File: config.mk
export PLATFORM = sky130hd
export DESIGN_NAME = int_ctrl_flat
export DESIGN_NICKNAME = d
export VERILOG_FILES = /design/src/rtl/int_ctrl_if.sv /design/src/rtl/int_ctrl.sv /design/src/flat_wrapper.sv
export SDC_FILE = /design/constraint.sdc
export NUM_CORES = 1
export LEC_CHECK = 0
export CORE_MARGIN = 5
export CORE_UTILIZATION = 39
export DETAILED_ROUTE_END_ITERATION = 6
export PLACE_DENSITY_LB_ADDON = 0.05
export SLEW_MARGIN = 20
export SYNTH_ARGS = -nofsm -noshare
export SYNTH_HDL_FRONTEND = slang
export SYNTH_SLANG_ARGS = --single-unit
File: constraint.sdc
create_clock -name clk -period 2.1 [get_ports clk]
set_input_delay 0.21 -clock clk [delete_from_list [all_inputs] [get_ports clk]]
set_output_delay 0.21 -clock clk [all_outputs]
set_load 0.05 [all_outputs]
File: src/rtl/int_ctrl_if.sv
// CPU-side register bus for int_ctrl: word address, byte enables, write/read strobes and data.
// The controller takes the slave side; the CPU or bench drives the master side.

interface int_ctrl_if;
    logic [31:2] PrAddr;
    logic [3:0]  BE;
    logic [31:0] PrWD;
    logic        Wen;
    logic        Ren;
    logic [31:0] PrRD;

    modport master (
        output PrAddr,
        output BE,
        output PrWD,
        output Wen,
        output Ren,
        input  PrRD
    );

    modport slave (
        input  PrAddr,
        input  BE,
        input  PrWD,
        input  Wen,
        input  Ren,
        output PrRD
    );
endinterface

File: src/rtl/int_ctrl.sv
// Six-source interrupt controller: per-source mask and edge/level mode, fixed priority
// (lowest index wins), single-level claim/EOI handshake and a registered HWInt request.

module int_ctrl #(
    parameter logic [31:0] BASE = 32'h00007F20
) (
    input  logic       clk,
    input  logic       reset,
    int_ctrl_if.slave  bus,
    input  logic [5:0] IrqSrc,
    output logic [5:0] HWInt
);

    typedef enum logic [1:0] {
        StIdle,
        StAssert,
        StInserv
    } state_e;

    localparam logic [1:0] OffMask  = 2'd0;
    localparam logic [1:0] OffPend  = 2'd1;
    localparam logic [1:0] OffMode  = 2'd2;
    localparam logic [1:0] OffClaim = 2'd3;

    state_e     r_state;
    state_e     w_state_d;
    logic [5:0] r_mask;
    logic [5:0] r_pend;
    logic [5:0] r_mode;
    logic [5:0] r_sample;
    logic [5:0] r_hwint;
    logic [2:0] r_isr_id;

    logic [5:0] w_mask_d;
    logic [5:0] w_pend_d;
    logic [5:0] w_mode_d;
    logic [5:0] w_hwint_d;
    logic [2:0] w_isr_id_d;

    logic       w_sel;
    logic [1:0] w_off;
    logic       w_wr_en;
    logic       w_rd_en;
    logic [5:0] w_active;
    logic [2:0] w_id;
    logic [5:0] w_edge;
    logic [5:0] w_w1c;
    logic [5:0] w_claim_clr;
    logic       w_claim;
    logic       w_eoi;
    logic       w_unused_bits;

    function automatic logic [2:0] prio_id(input logic [5:0] v);
        logic [2:0] id;
        id = 3'd0;
        for (int i = 5; i >= 0; i--) begin
            if (v[i]) begin
                id = 3'(i);
            end
        end
        return id;
    endfunction

    function automatic logic [5:0] onehot(input logic [2:0] id);
        return 6'd1 << id;
    endfunction

    // Address decode; only byte lane 0 carries register bits.
    assign w_sel         = (bus.PrAddr[31:4] == BASE[31:4]);
    assign w_off         = bus.PrAddr[3:2];
    assign w_wr_en       = bus.Wen & w_sel & bus.BE[0];
    assign w_rd_en       = bus.Ren & w_sel;
    assign w_unused_bits = ^{bus.PrWD[31:6], bus.BE[3:1]};

    assign w_active = r_pend & r_mask;
    assign w_id     = prio_id(w_active);
    assign w_edge   = IrqSrc & ~r_sample;

    assign w_claim = w_rd_en && (w_off == OffClaim) && (r_state == StAssert) && (|w_active);
    assign w_eoi   = w_wr_en && (w_off == OffClaim) && (r_state == StInserv);

    // A claim only retires the pending bit of an edge-mode source.
    assign w_claim_clr = w_claim ? (onehot(w_id) & r_mode) : 6'd0;

    always_comb begin
        w_mask_d = r_mask;
        w_mode_d = r_mode;
        w_w1c    = 6'd0;
        if (w_wr_en) begin
            case (w_off)
                OffMask: w_mask_d = bus.PrWD[5:0];
                OffPend: w_w1c    = bus.PrWD[5:0];
                OffMode: w_mode_d = bus.PrWD[5:0];
                default: ;
            endcase
        end
    end

    // Edge bits: new edges beat W1C and claim clears. Level bits: follow the line.
    assign w_pend_d = (r_mode & ((r_pend & ~w_w1c & ~w_claim_clr) | w_edge))
                    | (~r_mode & IrqSrc);

    always_comb begin
        w_state_d  = r_state;
        w_hwint_d  = 6'd0;
        w_isr_id_d = r_isr_id;
        case (r_state)
            StIdle: begin
                if (|w_active) begin
                    w_state_d = StAssert;
                    w_hwint_d = onehot(w_id);
                end
            end
            StAssert: begin
                if (w_claim) begin
                    w_state_d  = StInserv;
                    w_isr_id_d = w_id;
                end else if (!(|w_active)) begin
                    w_state_d = StIdle;
                end else begin
                    w_hwint_d = onehot(w_id);
                end
            end
            StInserv: begin
                if (w_eoi) begin
                    w_state_d = StIdle;
                end
            end
            default: w_state_d = StIdle;
        endcase
    end

    always_comb begin
        bus.PrRD = 32'd0;
        if (w_sel) begin
            case (w_off)
                OffMask: bus.PrRD = {26'd0, r_mask};
                OffPend: bus.PrRD = {26'd0, r_pend};
                OffMode: bus.PrRD = {26'd0, r_mode};
                default: begin
                    case (r_state)
                        StAssert: bus.PrRD = (|w_active) ? {29'd0, w_id} : 32'h0000_0007;
                        StInserv: bus.PrRD = {1'b1, 28'd0, r_isr_id};
                        default:  bus.PrRD = 32'h0000_0007;
                    endcase
                end
            endcase
        end
    end

    always_ff @(posedge clk or posedge reset) begin
        if (reset) begin
            r_state  <= StIdle;
            r_mask   <= 6'd0;
            r_pend   <= 6'd0;
            r_mode   <= 6'd0;
            r_sample <= 6'd0;
            r_hwint  <= 6'd0;
            r_isr_id <= 3'd0;
        end else begin
            r_state  <= w_state_d;
            r_mask   <= w_mask_d;
            r_pend   <= w_pend_d;
            r_mode   <= w_mode_d;
            r_sample <= IrqSrc;
            r_hwint  <= w_hwint_d;
            r_isr_id <= w_isr_id_d;
        end
    end

    assign HWInt = r_hwint;

endmodule

File: src/flat_wrapper.sv
// flat-port wrapper written by rule: the top's interface ports become plain ports
module int_ctrl_flat 
#(
    parameter logic [31:0] BASE = 32'h00007F20
)
  (clk, reset, IrqSrc, HWInt, bus_PrAddr, bus_BE, bus_PrWD, bus_Wen, bus_Ren, bus_PrRD);
  int_ctrl_if bus_i ();
  input  logic clk;
  input  logic reset;
  input  logic [5:0] IrqSrc;
  output logic [5:0] HWInt;
  input wire logic [$bits(bus_i.PrAddr)-1:0] bus_PrAddr;
  input wire logic [$bits(bus_i.BE)-1:0] bus_BE;
  input wire logic [$bits(bus_i.PrWD)-1:0] bus_PrWD;
  input wire logic [$bits(bus_i.Wen)-1:0] bus_Wen;
  input wire logic [$bits(bus_i.Ren)-1:0] bus_Ren;
  output wire logic [$bits(bus_i.PrRD)-1:0] bus_PrRD;
  assign bus_i.PrAddr = bus_PrAddr;
  assign bus_i.BE = bus_BE;
  assign bus_i.PrWD = bus_PrWD;
  assign bus_i.Wen = bus_Wen;
  assign bus_i.Ren = bus_Ren;
  assign bus_PrRD = bus_i.PrRD;
  int_ctrl #(.BASE(BASE)) u_core (.clk(clk), .reset(reset), .bus(bus_i), .IrqSrc(IrqSrc), .HWInt(HWInt));
endmodule
Word level (Yosys, flattened, before mapping) --
Index checks and enable logic that the tools add are counted.
Cells by class: add/subtract/negate cells 0, $mul 0, div/mod/pow operators 0, magnitude comparators 0, equality and inequality tests 9, shift-type cells 1, multiplexer cells 21, bitwise logic cells 16, reductions and logical operators 12
Operator list (number):
- $pmux W32 S3 | 1
- $pmux W32 S2 | 1
- $and A6 B6 Y6 | 7
- $mux W32 | 1
- $mux W6 | 5
- $eq A28 B11 Y1 const B | 1
- $not A6 Y6 | 4
- $mux W3 | 7
- $or A6 B6 Y6 | 2
- $pmux W6 S2 | 1
- $mux W2 | 4
- $eq A2 B2 Y1 const B | 3
- $pmux W2 S3 | 1
- $reduce_and A2 Y1 | 3
- $reduce_or A6 Y1 | 1
- $shl A1 B3 Y6 const A | 1
- $logic_and A1 B1 Y1 | 5
- $eq A2 B1 Y1 const B | 2
- $logic_not A2 Y1 | 2
- $ne A2 B1 Y1 const B | 2
- $and A1 B1 Y1 | 3
- $ne A3 B2 Y1 const B | 1
- $reduce_and A3 Y1 | 1
Storage, ports and cells: bits in registers 35, latch bits 0, memory bits (writable) 0, bits in read-only memories 0, bits of input ports 76, output and inout bits 38, memories 0

Logic depth before layout (Yosys ltp) --
word-level depth 15, depth in mapped cells 7, depth with buffers taken out 7

Worst setup path before layout --
Ideal clock, no wire load.
path type input port to output port, start point in bus_PrAddr[15], end point out bus_PrRD[0], arrival 2459 ps, data required time 1890 ps, slack -569 ps, stages on the path 4, cells stage by stage or4b_4 nor4_4 nand2_2 a211oi_1
Between the ends: cells in the longest elaborated chain, start to end 2
RTL lines:
- from (decl) | RTL line flat_wrapper.sv:12 | input wire logic [$bits(bus_i.PrAddr)-1:0] bus_PrAddr;
- $eq A28 B11 Y1 | RTL line int_ctrl.sv:69 | assign w_sel = (bus.PrAddr[31:4] == BASE[31:4]);
- $mux W32 | RTL line int_ctrl.sv:135 | if (w_sel) begin
- to (decl) | RTL line flat_wrapper.sv:17 | output wire logic [$bits(bus_i.PrRD)-1:0] bus_PrRD;
No other way between the ends.

Worst setup path in the final report --
start point in bus_PrAddr[14], end point out bus_PrRD[1]
The elaborated chain is that of the path after synthesis.

==> impl_metrics.ini <==
[placed_design]
post-dp-hpwl_um = 4140
routabilityCongestion = 0.878
dpl_cell_area_sq_mm = 0.00283
portBuffers = 59

[synthesis]
syn-instance-count = 196
synth_top_area_cell = dfrtp_1
synth-async-reset-ratio_pct = 100
ys_seq_elements = 35
yosys-top-cells-area = dfrtp_1 (43%), mux2_2 (10%), buf_4 (9.2%)
syn_area_sq_mm = 0.00203
netlist.area_leader.share_pct = 43.1
netlist-cell-type-count = 46
synth_ff_type = dfrtp_1
synth_edf_count = 0
yosys_warnings = 0
synth_sequential_area_ratio_pct = 43.1
syn_avg_cell_area_sq_um = 10.4

[layout]
nNetsFinal = 360
final_cell_mix = clkdlybuf4s50_1 (44), dfrtp_1 (35), conb_1 (25)
drive_above_1_share_pct = 30.9
n_antenna_cell = 0
final_cell_area_sq_mm = 0.00308
layout_commonest_cell = clkdlybuf4s50_1
synthToLayoutAreaGrowth_pct = 51.6

[grt]
grt_usage_pct = 16.5
antenna_found_initial = 0
grt_pass1_vias = 1747
grt_max_degree = 36
grt_first_pass_wirelength_um = 8450
overflow = 0

[setup_path]
required_ns = 1.89
crit_fanout = 5
slowest_stage = or4b_4
cpPeakStageDelay_ns = 0.54
crit_chain = clkbuf_2 > or4b_4 > nor4_4 > nand2_4 > a211oi_4 > buf_12
worstSetupPathType = input pin to primary output
r2r_setup_slack_ns = 0.15
end_kind = primary output
worstPathArrival_ns = 1.85
start_kind = input pin

[drt]
drt-initial-drc-count = 82
antenna_left = 0
vias = 1738
via_per_inst = 4.94
wirelength_um = 5180
drt_pass1_iterations = 4
wl_per_cell_um = 14.7
drc = 0

[timing]
fin_crit_sh_pct = 98.1
fmax_mhz = 486
finalHoldViolCount = 0
worst_slew_pin_slew_ns = 0.499
setup_viol = 0
drv_slew = 0
rsz0062_at_grt = yes
fin_crit_ns = 2.06
finalClockSkew_ns = 0.0103
max_slew_margin_pct = 66.6

[run_status]
outcome = complete, no violations

[die]
die_area_sq_mm = 0.00676
fp-row-count = 26
core_area_sq_mm = 0.00507
io_pins = 114
start_util_pct = 40.1
die_x_um = 82.2
dieHeight_um = 82.2

[cts]
cts_buffers = 5
clk_pin_slew_ns = 0.08
cts_max_path_buffers = 2
cts.sinks = 35
cts_max_level = 2
cts_tree = built
root_buffer = clkbuf_8
ctsHoldBuffers = 0
clock_latency_ns = 0.29

[flow_run]
cap_violations = 0

[hold_path]
min_path_type = input pin to async pin

[power_and_ir_drop]
power_per_cell_area_mw_per_mm2 = 541
fin_total_pwr_uw = 1670
peakVddDrop_mv = 0.339
p_leak_uw = 0.00136
## final timing paths
path | startpoint | depth (start not counted) | end
max | bus_PrAddr[14] | 6 | bus_PrRD[1]
min | reset | 3 | u_core.r_state[0]$_DFFE_PP0P_
max reg2reg | u_core.r_mask[3]$_DFFE_PP0P_ | 6 | u_core.r_pend[1]$_DFF_PP0_
min reg2reg | u_core.r_isr_id[1]$_DFFE_PP0P_ | 1 | u_core.r_isr_id[1]$_DFFE_PP0P_
max in group asynchronous | reset | 3 | u_core.r_sample[3]$_DFF_PP0_
min in group clk | IrqSrc[4] | 1 | u_core.r_sample[4]$_DFF_PP0_
## cell families after synthesis
| group | synth area share [%] |
|---|---|
| and+or+nand+nor | 20.7 |
| AOI/OAI and AO/OA | 12.7 |
| adders and majority gates | 1.85 |
| muxes | 11.4 |
| DFF | 43.1 |
| other | 0.184 |
| buffers and inverters | 10.1 |
## worst max-delay path, delay by kind of cell
| kind | cells | cell delay, ns |
|---|---|---|
| buf+inv | 2 | 0.25 |
| simple gates | 3 | 1.08 |
| compound gates | 1 | 0.31 |
## layer usage
layer / vias up / routed length (um) / global-route usage (%)
met5: - / 0 / 0
met4: 0 / 45 / 3.49
met3: 6 / 494 / 5.10
met2: 74 / 2330 / 25.8
met1: 826 / 2310 / 22.3
li1: 832 / - / -
## stage by stage
step	setup slack (ns)	util, %	TNS [ns]	instances	hold WS, ns
floorplan	-0.109	-	-0.710	220	0.241
global placement	-0.498	55.7	-14.89	340	0.498
detailed placement	-0.511	55.7	-15.71	340	0.505
CTS	0.00190	60.5	0	350	0.332
global route	-0.00696	60.8	-0.00806	352	0.360
finish	0.0407	60.8	0	352	0.315
## synth_stat cells (2+ instances only)
| cell type | number |
|---|---|
| nand2b_1 | 3 |
| nand3_1 | 7 |
| o21ai_0 | 4 |
| a21oi_1 | 11 |
| o22ai_1 | 3 |
| nand2_1 | 20 |
| nor4_1 | 3 |
| a22oi_1 | 3 |
| nor3_1 | 5 |
| nand4_1 | 2 |
| ha_1 | 3 |
| mux2i_1 | 3 |
| dfrtp_1 | 35 |
| mux2_2 | 18 |
| and3_1 | 2 |
| nor2b_1 | 3 |
| a22o_1 | 8 |
| inv_1 | 3 |
| buf_4 | 25 |
| nor2_1 | 8 |
| a211oi_1 | 2 |
## sequential cells by signal, summed over array words and instances, names as in the netlist
| name | flops |
|---|---|
| u_core.r_state | 2 |
| u_core.r_mode | 6 |
| u_core.r_pend | 6 |
| u_core.HWInt | 6 |
| u_core.r_isr_id | 3 |
| u_core.r_sample | 6 |
| u_core.r_mask | 6 |
## area by class of cell
class                   instances  area, sq um
clock inverters                 3         67.6
repair buffers                 81          806
fillers                       442         1990
inverters                       3         11.3
multi-input cells             155         1170
flip-flops and latches         35          876
clock buffers                   5         68.8
well taps                      70         87.6
## timing repair
item | 4_1_cts | 5_1_grt
pin swaps | 12 | 7
setup buffers | 2 | 2
resized for setup | 41 | 10
endpoints found under the setup margin | 36 | 4
## where the power goes
| part | total [uW] | switching, uW | internal (uW) |
|---|---|---|---|
| clock network | 726 | 252 | 473 |
| logic | 249 | 155 | 94.3 |
| registers | 693 | 8.14 | 685 |
Power figures use the tool's default switching activity.
